==> config.mk <==
export PLATFORM = sky130hd
export DESIGN_NAME = cordic_line_sched
export DESIGN_NICKNAME = d
export VERILOG_FILES = /design/src/rtl/cordic_pkg.sv /design/src/rtl/cordic_line_sched_tag_delay_line.sv /design/src/rtl/cordic_line_sched.sv
export SDC_FILE = /design/constraint.sdc
export NUM_CORES = 1
export LEC_CHECK = 0
export BUFFER_PORTS_ARGS = -buffer_cell sky130_fd_sc_hd__buf_2
export CAP_MARGIN = 20
export CORE_MARGIN = 3
export CORE_UTILIZATION = 46
export CTS_CLUSTER_DIAMETER = 150
export DETAILED_ROUTE_END_ITERATION = 16
export PLACE_DENSITY = 0.76
export SLEW_MARGIN = 20
export SYNTH_ARGS = -nofsm -noshare
export SYNTH_HDL_FRONTEND = slang
export SYNTH_HIERARCHICAL = 1
export SYNTH_SLANG_ARGS = --single-unit
==> constraint.sdc <==
create_clock -name clk -period 1.7 [get_ports clk]
set_clock_uncertainty 0.05 [all_clocks]
set_input_delay 0 -clock clk [delete_from_list [all_inputs] [get_ports clk]]
set_output_delay 0 -clock clk [all_outputs]
set_load 0.03 [all_outputs]
==> src/rtl/cordic_pkg.sv <==
// -----------------------------------------------------------------------------
// cordic_pkg
// Shared types and constants for the linear-mode CORDIC scheduler.
//   DATA_W        : default data width W (signed Q1.15)
//   op_t          : operation kind carried with every issued request
//   sched_state_t : scheduler FSM states
//   tag_t         : per-operation tag that travels alongside the core latency
//   Q_ONE / Q_SAT_POS / Q_SAT_NEG : Q1.15 constants for saturated quotients
//   abs_ext()     : magnitude of a signed W-bit value in W+1 bits
// -----------------------------------------------------------------------------
package cordic_pkg;

  localparam int DATA_W = 16;

  typedef enum logic {
    OP_MUL = 1'b0,
    OP_DIV = 1'b1
  } op_t;

  typedef enum logic {
    ST_FLUSH = 1'b0,
    ST_RUN   = 1'b1
  } sched_state_t;

  // neg records whether the divide operands had different signs, so an
  // overflowed quotient can saturate in the right direction without needing
  // any core output.
  typedef struct packed {
    logic valid;
    op_t  op;
    logic ovf;
    logic neg;
  } tag_t;

  localparam int TAG_W = $bits(tag_t);

  localparam logic [DATA_W-1:0] Q_ONE     = 16'd32767;
  localparam logic [DATA_W-1:0] Q_SAT_POS = Q_ONE;
  localparam logic [DATA_W-1:0] Q_SAT_NEG = 16'h8001;

  localparam tag_t TAG_IDLE = '{valid: 1'b0, op: OP_MUL, ovf: 1'b0, neg: 1'b0};

  // One extra bit so that the most negative value (-32768) has a
  // representable magnitude.
  function automatic logic [DATA_W:0] abs_ext(input logic [DATA_W-1:0] v);
    logic [DATA_W:0] ext;
    ext = {v[DATA_W-1], v};
    if (v[DATA_W-1]) begin
      abs_ext = (~ext) + {{DATA_W{1'b0}}, 1'b1};
    end else begin
      abs_ext = ext;
    end
  endfunction

endpackage

==> src/rtl/cordic_line_sched_tag_delay_line.sv <==
// -----------------------------------------------------------------------------
// tag_delay_line
// Fixed-depth shift register that carries operation tags in lock-step with
// the core pipeline. Advances every cycle; cleared by reset.
//   clk, rst_n : clock, asynchronous active-low reset
//   din        : tag entering stage 0
//   dout       : tag leaving the last stage
//   any_valid  : OR of the VALID_BIT of every stage (work still in flight)
// -----------------------------------------------------------------------------
module tag_delay_line #(
  parameter int DEPTH     = 16,
  parameter int WIDTH     = 4,
  parameter int VALID_BIT = WIDTH - 1
) (
  input  logic             clk,
  input  logic             rst_n,
  input  logic [WIDTH-1:0] din,
  output logic [WIDTH-1:0] dout,
  output logic             any_valid
);

  logic [WIDTH-1:0] stage_r [DEPTH];

  // Shift the tag pipe by one stage per cycle.
  always_ff @(posedge clk or negedge rst_n) begin
    if (!rst_n) begin
      for (int i = 0; i < DEPTH; i++) begin
        stage_r[i] <= {WIDTH{1'b0}};
      end
    end else begin
      stage_r[0] <= din;
      for (int i = 1; i < DEPTH; i++) begin
        stage_r[i] <= stage_r[i-1];
      end
    end
  end

  // Collect the valid flags of all stages.
  always_comb begin
    any_valid = 1'b0;
    for (int i = 0; i < DEPTH; i++) begin
      any_valid = any_valid | stage_r[i][VALID_BIT];
    end
  end

  assign dout = stage_r[DEPTH-1];

endmodule

==> src/rtl/cordic_line_sched.sv <==
// -----------------------------------------------------------------------------
// cordic_line_sched
// Shares one linear-mode CORDIC core between a multiply and a divide
// requester. Round-robin arbitration, one issue per cycle, tagged results.
//   clk, rst_n                    : clock, asynchronous active-low reset
//   mul_valid/mul_ready/mul_x/y   : multiply request (x*y)
//   div_valid/div_ready/num/den   : divide request (num/den)
//   mul_res_valid, mul_res        : product pulse
//   div_res_valid, div_res,div_ovf: quotient pulse, ovf qualifies it
//   core_en, core_a/b/c           : registered core operation
//   core_res, core_error,core_done: core y-path, z-path, result strobe
//   busy                          : flushing or operations in flight
//   sync_err                      : sticky core_done / tag mismatch flag
// Core convention: multiply a=x,b=0,c=y -> core_res;
//                  divide   a=den,b=num,c=0 -> core_error.
// -----------------------------------------------------------------------------
module cordic_line_sched
  import cordic_pkg::*;
#(
  parameter int W       = cordic_pkg::DATA_W,
  parameter int LATENCY = 16
) (
  input  logic         clk,
  input  logic         rst_n,
  input  logic         mul_valid,
  output logic         mul_ready,
  input  logic [W-1:0] mul_x,
  input  logic [W-1:0] mul_y,
  input  logic         div_valid,
  output logic         div_ready,
  input  logic [W-1:0] div_num,
  input  logic [W-1:0] div_den,
  output logic         mul_res_valid,
  output logic [W-1:0] mul_res,
  output logic         div_res_valid,
  output logic [W-1:0] div_res,
  output logic         div_ovf,
  output logic         core_en,
  output logic [W-1:0] core_a,
  output logic [W-1:0] core_b,
  output logic [W-1:0] core_c,
  input  logic [W-1:0] core_res,
  input  logic [W-1:0] core_error,
  input  logic         core_done,
  output logic         busy,
  output logic         sync_err
);

  localparam int               CNT_W      = $clog2(LATENCY + 2);
  localparam logic [CNT_W-1:0] FLUSH_LAST = CNT_W'(LATENCY);

  sched_state_t     state_r;
  logic [CNT_W-1:0] flush_cnt_r;
  op_t              rr_r;

  logic             grant_mul_s;
  logic             grant_div_s;
  logic [W:0]       num_abs_s;
  logic [W:0]       den_abs_s;
  logic             range_ovf_s;
  logic             sign_diff_s;

  logic             issue_en_s;
  logic [W-1:0]     issue_a_s;
  logic [W-1:0]     issue_b_s;
  logic [W-1:0]     issue_c_s;
  tag_t             issue_tag_s;
  tag_t             issue_tag_r;

  logic [TAG_W-1:0] tag_out_s;
  tag_t             out_tag_s;
  logic             pipe_busy_s;

  // Scheduler FSM: hold off for LATENCY+1 cycles after reset so any result
  // the unreset core still emits from before the reset is ignored.
  always_ff @(posedge clk or negedge rst_n) begin
    if (!rst_n) begin
      state_r     <= ST_FLUSH;
      flush_cnt_r <= {CNT_W{1'b0}};
    end else begin
      case (state_r)
        ST_FLUSH: begin
          if (flush_cnt_r == FLUSH_LAST) begin
            state_r     <= ST_RUN;
            flush_cnt_r <= {CNT_W{1'b0}};
          end else begin
            state_r     <= ST_FLUSH;
            flush_cnt_r <= flush_cnt_r + {{(CNT_W-1){1'b0}}, 1'b1};
          end
        end
        ST_RUN: begin
          state_r     <= ST_RUN;
          flush_cnt_r <= {CNT_W{1'b0}};
        end
        default: begin
          state_r     <= ST_FLUSH;
          flush_cnt_r <= {CNT_W{1'b0}};
        end
      endcase
    end
  end

  // Arbiter: a lone request wins; on contention the rr pointer decides.
  always_comb begin
    grant_mul_s = 1'b0;
    grant_div_s = 1'b0;
    if (state_r == ST_RUN) begin
      if (mul_valid && div_valid) begin
        if (rr_r == OP_MUL) begin
          grant_mul_s = 1'b1;
        end else begin
          grant_div_s = 1'b1;
        end
      end else begin
        grant_mul_s = mul_valid;
        grant_div_s = div_valid;
      end
    end else begin
      grant_mul_s = 1'b0;
      grant_div_s = 1'b0;
    end
  end

  assign mul_ready = grant_mul_s;
  assign div_ready = grant_div_s;

  // Divide range check: a Q1.15 quotient only exists for |num| < |den|.
  always_comb begin
    num_abs_s   = abs_ext(div_num);
    den_abs_s   = abs_ext(div_den);
    sign_diff_s = div_num[W-1] ^ div_den[W-1];
    range_ovf_s = (div_den == {W{1'b0}}) || (num_abs_s >= den_abs_s);
  end

  // Build the next core operation and its tag from the grant.
  always_comb begin
    issue_en_s  = 1'b0;
    issue_a_s   = {W{1'b0}};
    issue_b_s   = {W{1'b0}};
    issue_c_s   = {W{1'b0}};
    issue_tag_s = TAG_IDLE;
    case ({grant_div_s, grant_mul_s})
      2'b01: begin
        issue_en_s        = 1'b1;
        issue_a_s         = mul_x;
        issue_c_s         = mul_y;
        issue_tag_s.valid = 1'b1;
        issue_tag_s.op    = OP_MUL;
      end
      2'b10: begin
        // Overflowing divides are still issued to keep core timing uniform.
        issue_en_s        = 1'b1;
        issue_a_s         = div_den;
        issue_b_s         = div_num;
        issue_tag_s.valid = 1'b1;
        issue_tag_s.op    = OP_DIV;
        issue_tag_s.ovf   = range_ovf_s;
        issue_tag_s.neg   = sign_diff_s;
      end
      default: begin
        issue_en_s  = 1'b0;
        issue_tag_s = TAG_IDLE;
      end
    endcase
  end

  // Issue register: core strobe, operands, the matching tag and rr pointer.
  always_ff @(posedge clk or negedge rst_n) begin
    if (!rst_n) begin
      core_en     <= 1'b0;
      core_a      <= {W{1'b0}};
      core_b      <= {W{1'b0}};
      core_c      <= {W{1'b0}};
      issue_tag_r <= TAG_IDLE;
      rr_r        <= OP_MUL;
    end else begin
      core_en     <= issue_en_s;
      core_a      <= issue_a_s;
      core_b      <= issue_b_s;
      core_c      <= issue_c_s;
      issue_tag_r <= issue_tag_s;
      if ((state_r == ST_RUN) && mul_valid && div_valid) begin
        rr_r <= grant_mul_s ? OP_DIV : OP_MUL;
      end else begin
        rr_r <= rr_r;
      end
    end
  end

  // The issue register already accounts for the cycle core_en is visible,
  // so LATENCY stages line the tag up with the matching core_done.
  tag_delay_line #(
    .DEPTH     (LATENCY),
    .WIDTH     (TAG_W),
    .VALID_BIT (TAG_W - 1)
  ) u_tag_pipe (
    .clk       (clk),
    .rst_n     (rst_n),
    .din       (issue_tag_r),
    .dout      (tag_out_s),
    .any_valid (pipe_busy_s)
  );

  assign out_tag_s = tag_t'(tag_out_s);
  assign busy      = (state_r == ST_FLUSH) || issue_tag_r.valid || pipe_busy_s;

  // Result routing and mismatch detection; result pulses last one cycle.
  always_ff @(posedge clk or negedge rst_n) begin
    if (!rst_n) begin
      mul_res_valid <= 1'b0;
      mul_res       <= {W{1'b0}};
      div_res_valid <= 1'b0;
      div_res       <= {W{1'b0}};
      div_ovf       <= 1'b0;
      sync_err      <= 1'b0;
    end else begin
      mul_res_valid <= 1'b0;
      div_res_valid <= 1'b0;
      div_ovf       <= 1'b0;
      if (state_r == ST_RUN) begin
        if (out_tag_s.valid && core_done) begin
          case (out_tag_s.op)
            OP_MUL: begin
              mul_res_valid <= 1'b1;
              mul_res       <= core_res;
            end
            OP_DIV: begin
              div_res_valid <= 1'b1;
              div_ovf       <= out_tag_s.ovf;
              if (out_tag_s.ovf) begin
                div_res <= out_tag_s.neg ? Q_SAT_NEG : Q_SAT_POS;
              end else begin
                div_res <= core_error;
              end
            end
            default: begin
              sync_err <= 1'b1;
            end
          endcase
        end else if (out_tag_s.valid || core_done) begin
          // Tag and strobe disagree: drop the result, keep the pipe moving.
          sync_err <= 1'b1;
        end else begin
          sync_err <= sync_err;
        end
      end else begin
        sync_err <= sync_err;
      end
    end
  end

endmodule

==> summary.md, run 1 <==
| Metric | Value |
|---|---|
| Synth cell types | `36` |
| Input/output buffers | `188` |
| Drt pass-1 iters | `4` |
| Largest net degree at the start of global routing | `47` |
| Non-Filler Instances | `1054` |
| Wire per inst | `17.0 um` |
| CTS tree | `done` |
| Die Area | `between 10000 and 15000 um2` |
| CP arrival | `between 2000 and 2500 ps` |
| H-tree Lvls | `4` |
| Commonest cells after routing, fill and taps aside | `buf_2, dfrtp_1, dlygate4sd3_1` |
| CP endpoint kind | `flip-flop` |
| Final Max Tran Viols | `0` |
| NumNets Final | `994` |
| Asr flop ratio synth | `100%` |
| DRC viols | `0` |
| Worst Path Class, Setup | `input pin to flip-flop` |
| Total CTS buffers | `17` |
| Clock Sinks | `159` |
| Post-synth EDFFs | `0` |
| Final HPWL DP | `10.5 mm` |
| VDD IR max | `615 uV` |
| FF+latch count, synth | `approximately 160` |
| Io pins | `roughly 190` |
| Die W | `121 um` |
| Clock transition at path regs | `70 ps` |
| GPL Wtd Cong | `0.934` |
| Slew HR | `63.4%` |
| Largest fanout on the critical path | `4` |
| Top_reg_cell synth | `dfrtp_1` |
| Remaining global-route overflow | `0` |
| Initial DRC count | `between 200 and 300` |
| Post-Syn Instances | `520` |
| Total wire length | `between 15 and 20 mm` |
| CTS Buffer Depth | `2` |
| Hold path start | `div_den[2]` |
| Site Rows | `41` |
| Core Region | `12800 um2` |
| CP Data Required Time | `approximately 2000 ps` |
| CP Launch Type | `input pin` |
| Chip Height | `between 100 and 150 um` |
| RSZ-0062 raised after global routing | `true` |
| Leakage power | `slightly below 5 nW` |
| # diodes | `0` |
| Final hold slack | `roughly 25 ps` |
| First-pass GRT wire length | `around 28 mm` |
| Layout cells sized above 1 | `a little over a third` |
| FMAX | `452 MHz` |
| Via count | `5322` |
| Worst skew pair latency | `420 ps` |
| Worst setup path startpoint | `div_num[6]` |
| Syn Area/Cell | `11.8 um2` |
| Final hold vios | `0` |
| Pwr dens | `approximately 1300 nW/um2` |
| Via density | `5.05` |
| Mapped cell area | `6120 um2` |
| Violated checks | `negative setup slack` |
| Setup violators final | `2` |
| Status | `complete, but fails checks` |
| Commonest non-fill, non-tap cell in the layout | `buf_2` |
| Syn Nets | `around 650` |
| Reg2reg setup slack | `-50 ps` |
| Measured slew at the worst slew-check pin | `549 ps` |
| Warnings, synthesis | `6` |
| Final period util | `130%` |
| Dpl cells | `919` |
| Initial core utilization | `47.7%` |
| Register area share after synthesis | `65.0%` |
| Final worst setup slack | `-514 ps` |
| Root buffer cell | `clkbuf_16` |
| Max Cap Viol | `0` |
| Number of global-route vias before repair | `5776` |
| Initial antenna violation count | `0` |
| Crit path time final | `2210 ps` |
| Synthesis-to-layout area growth | `55.7%` |
| Antenna Violating Nets Remaining | `0` |
| Hold crit path type | `input pin to flip-flop` |
| Global-route usage over all layers | `24.3%` |
| R2r startpoint | `rr_r` |
==> critical path: stages <==
cell and delay, ps:
buf_6 90, or4_4 540, or3_1 400, o21ai_0 260
xnor2_1 110, ha_1 310, nand4_1 170, nor4_2 310
o31ai_1 120, a41oi_2 170
==> path summary, 6_finish.rpt <==
path / to / depth (start not counted)
min in group asynchronous: u_tag_pipe/stage_r[8] / 2
max in group asynchronous: div_res[7] / 3
worst min-delay path: core_a[2] / 4
worst max register to register: core_a[13] / 7
worst max-delay path: issue_tag_r[1] / 10
worst min register to register: u_tag_pipe/stage_r[8] / 0
==> stage by stage <==
step | power [mW] | utilization, % | setup slack [ps] | setup TNS, ps | cell area (um2)
after floorplan | 6.89 | - | -652 | -652 | 6170
after global placement | 7.98 | 60.3 | -850 | -2320 | 7740
after detailed placement | 8.12 | 60.3 | -915 | -4010 | 7740
after CTS | 12.3 | 73.1 | -410 | -708 | 9370
after global routing | 13.1 | 74.3 | -650 | -1700 | 9520
final | 12.5 | 74.3 | -514 | -568 | 9520
==> cells in the mapped netlist (all sizes together), types with 7 or more instances <==
master | n | area share (%)
nand3 | 8 | 0.65
dfrtp | 159 | 65
nor2 | 36 | 2.2
clkbuf | 18 | 1.1
inv | 16 | 0.98
xor2 | 14 | 2.0
a22oi | 16 | 2.0
a21oi | 18 | 1.5
o21ai | 28 | 2.3
o31ai | 9 | 1.1
nand2 | 76 | 4.7
ha | 24 | 4.9
xnor2 | 18 | 2.6
and2 | 29 | 3.0
nor4 | 7 | 0.72
==> logic make-up (layout without fill, tap and decap cells) <==
group | Yosys count | in the layout | synth area share [%]
simple gates | 179 | 179 | 13.8
flops | 159 | 159 | 65.0
compound gates | 82 | 82 | 8.43
buf+inv | 40 | 402 | 2.76
xor+xnor | 32 | 32 | 4.58
fa+ha+maj | 24 | 24 | 4.91
other cells | 2 | 2 | 0.123
mux | 2 | 2 | 0.327
==> timing repair <==
action | 4_1_cts | 5_1_grt
buffers inserted | 1 | 5
pin swaps | 8 | 11
gates resized for setup | 12 | 15
hold endpoints to repair | 241 | 0
hold buffers | 95 | 0
cloned | 0 | 2
endpoints found under the setup margin | 33 | 37
==> area by class of cell <==
cell class / instances / area, um2
clock buffers: 19 / 453
well taps: 172 / 215
inverters: 17 / 70.1
clock inverters: 13 / 174
fillers: 798 / 3300
flip-flops and latches: 159 / 3980
multi-input cells: 321 / 2110
repair buffers: 353 / 2520
==> sequential cells by signal (all words and copies together) (netlist names), 4 cells and up <==
register and count:
core_c 16, flush_cnt_r 5, u_tag_pipe/dout 4, core_b 16
div_res 16, mul_res 16, core_a 16, u_tag_pipe/stage_r 60
==> report_power, final <==
part	internal [mW]	switching, mW
clock network	2.42	1.53
logic	1.28	2.29
registers	4.60	0.388
==> metal layers <==
layer	track usage, %	part of all wire, %
met5	0	0
met4	11.9	3.9
met3	6.43	7.0
met2	42.6	52
met1	27.1	37
No activity file was read; power rests on OpenSTA's default activity.
==> run 2: changes to the inputs <==
--- a/config.mk
+++ b/config.mk
@@ -7,7 +7,6 @@
 export LEC_CHECK = 0
 export BUFFER_PORTS_ARGS = -buffer_cell sky130_fd_sc_hd__buf_2
 export CAP_MARGIN = 20
-export CORE_MARGIN = 3
 export CORE_UTILIZATION = 46
 export CTS_CLUSTER_DIAMETER = 150
 export DETAILED_ROUTE_END_ITERATION = 16
==> run 2 against run 1 <==
The run still ends with negative setup slack left. Power about the same. Sequential cell count unchanged. Critical path type unchanged. Via count decreased by 0.77%. Worst hold slack got worse by 1.3 ps. First-iteration DRC count decreased by 14%. Largest cell class unchanged. Clock power increased by 4%. Highest routed layer unchanged. Critical path depth increased by 1. Global-route usage increased by 1.2 points. Maximum frequency increased by 2.8%.
==> summary.md, run 2 (synthesized netlist as in run 1, its figures left out) <==
| Metric | Value |
|---|---|
| Met3 usage | `around 7.4%` |
| Number of global-route vias before repair | `5578` |
| Hold crit path type | `input pin to flip-flop` |
| Tot Pwr | `12.5 mW` |
| CP arrival | `2390 ps` |
| Met1 Usage GRT | `28.2%` |
| Leakage power | `4.85 nW` |
| Die W | `around 120 um` |
| Largest Register | `u_tag_pipe/stage_r` |
| FMAX | `464 MHz` |
| RSZ-0062 raised after global routing | `true` |
| Crit path time final | `2150 ps` |
| Input/output buffers | `188` |
| Largest fanout on the critical path | `5` |
| CTS tree | `done` |
| Core Region | `12800 um2` |
| Final worst setup slack | `-454 ps` |
| Max FFs per register | `60` |
| # diodes | `0` |
| H-tree Lvls | `4` |
| Final hold vios | `0` |
| Via count | `5281` |
| Max Cap Viol | `0` |
| Setup TNS | `-454 ps` |
| Violated checks | `negative setup slack` |
| Slew HR | `45.1%` |
| Chip Height | `about 120 um` |
| Final Max Tran Viols | `0` |
| Drt pass-1 iters | `4` |
| Worst Path Class, Setup | `input pin to flip-flop` |
| Status | `complete, but fails checks` |
| Total CTS buffers | `17` |
| Die Area | `13800 um2` |
| Io pins | `189` |
| Initial antenna violation count | `0` |
| DRC viols | `0` |
| Measured slew at the worst slew-check pin | `between 800 and 900 ps` |
| Final HPWL DP | `10.5 mm` |
| Pwr dens | `around 1300 nW/um2` |
| Global-route usage over all layers | `25.4%` |
| Clock Sinks | `159` |
| CP endpoint kind | `flip-flop` |
| Antenna Violating Nets Remaining | `0` |
| Largest net degree at the start of global routing | `66` |
| Commonest non-fill, non-tap cell in the layout | `buf_2` |
| NumNets Final | `988` |
| Met2 usage | `44.5%` |
| Reg2reg setup slack | `50 ps` |
| Worst skew pair latency | `420 ps` |
| Via density | `about 5.0` |
| CP Data Required Time | `1940 ps` |
| Clock transition at path regs | `about 60 ps` |
| VDD IR max | `626 uV` |
| CTS Buffer Depth | `2` |
| Wire per inst | `16.0 um` |
| GRT Max-Usage Layer | `met2` |
| Layout cells sized above 1 | `35.1%` |
| Initial DRC count | `about 240` |
| Final period util | `127%` |
| Remaining global-route overflow | `0` |
| Total wire length | `16.8 mm` |
| CP Launch Type | `input pin` |
| Initial core utilization | `47.9%` |
| Commonest cells after routing, fill and taps aside | `buf_2, dfrtp_1, dlygate4sd3_1` |
| Root buffer cell | `clkbuf_16` |
| GPL Wtd Cong | `0.874` |
| Filler cell count | `783` |
| Setup violators final | `1` |
| Synthesis-to-layout area growth | `54.5%` |
| Site Rows | `41` |
| First-pass GRT wire length | `27.2 mm` |
==> run 2: area by class of cell <==
type	instances	area, um2	share of cell area (%)
well taps	172	215	2.28
clock inverters	10	173	1.83
clock buffers	21	470	4.98
inverters	17	63.8	0.675
flip-flops and latches	159	3980	42.1
repair buffers	347	2460	26.1
multi-input cells	321	2090	22.1
==> run 2: through the flow <==
stage | cell area (um2) | cells | hold slack [ps] | util [%] | setup slack [ps]
floorplan | 6170 | 520 | -346 | - | -652
global placement | 7740 | 917 | -26.0 | 60.6 | -853
detailed placement | 7740 | 917 | -14.5 | 60.6 | -948
CTS | 9370 | 1045 | 0.698 | 73.4 | -369
global route | 9450 | 1047 | 30.3 | 74.0 | -539
finish | 9450 | 1047 | 23.4 | 74.0 | -454
==> run 2: metal layers <==
layer	part of all wire, %	vias to the layer above
met5	0	-
met4	3.5	0
met3	6.8	53
met2	51	250
met1	39	2554
li1	-	2424
==> run 2: path summary, 6_finish.rpt <==
path,cells after the start,startpoint,end
min in group asynchronous,2,rst_n,div_res[4]
worst min register to register,0,u_tag_pipe/stage_r[53],u_tag_pipe/stage_r[49]
worst min-delay path,5,div_num[0],core_b[0]
max in group asynchronous,3,rst_n,mul_res[8]
worst max register to register,7,rr_r,core_a[12]
worst max-delay path,11,div_den[7],issue_tag_r[1]
==> run 2: critical path: stages <==
cell and delay, ps:
buf_2 120, or4_4 540, or3_4 370, o21ai_1 160, xor2_1 200, ha_1 280
nand4_1 130, buf_4 150, nor2_1 50, a221oi_2 250, a41oi_2 130
==> run 2: where the power goes <==
group	internal, mW	leakage (nW)	switching, mW	total [mW]
Combinational	1.16	2.46	2.23	3.40
Clock	2.59	0.316	1.50	4.10
Sequential	4.60	2.08	0.401	5.00
==> run 2: timing repair <==
| action | in CTS | in global routing |
|---|---|---|
| gates resized for setup | 6 | 16 |
| pin swaps | 8 | 7 |
| setup buffers | 1 | 2 |
| hold buffers | 96 | 0 |
| endpoints found under the hold margin | 242 | 0 |
| endpoints found under the setup margin | 2 | 21 |
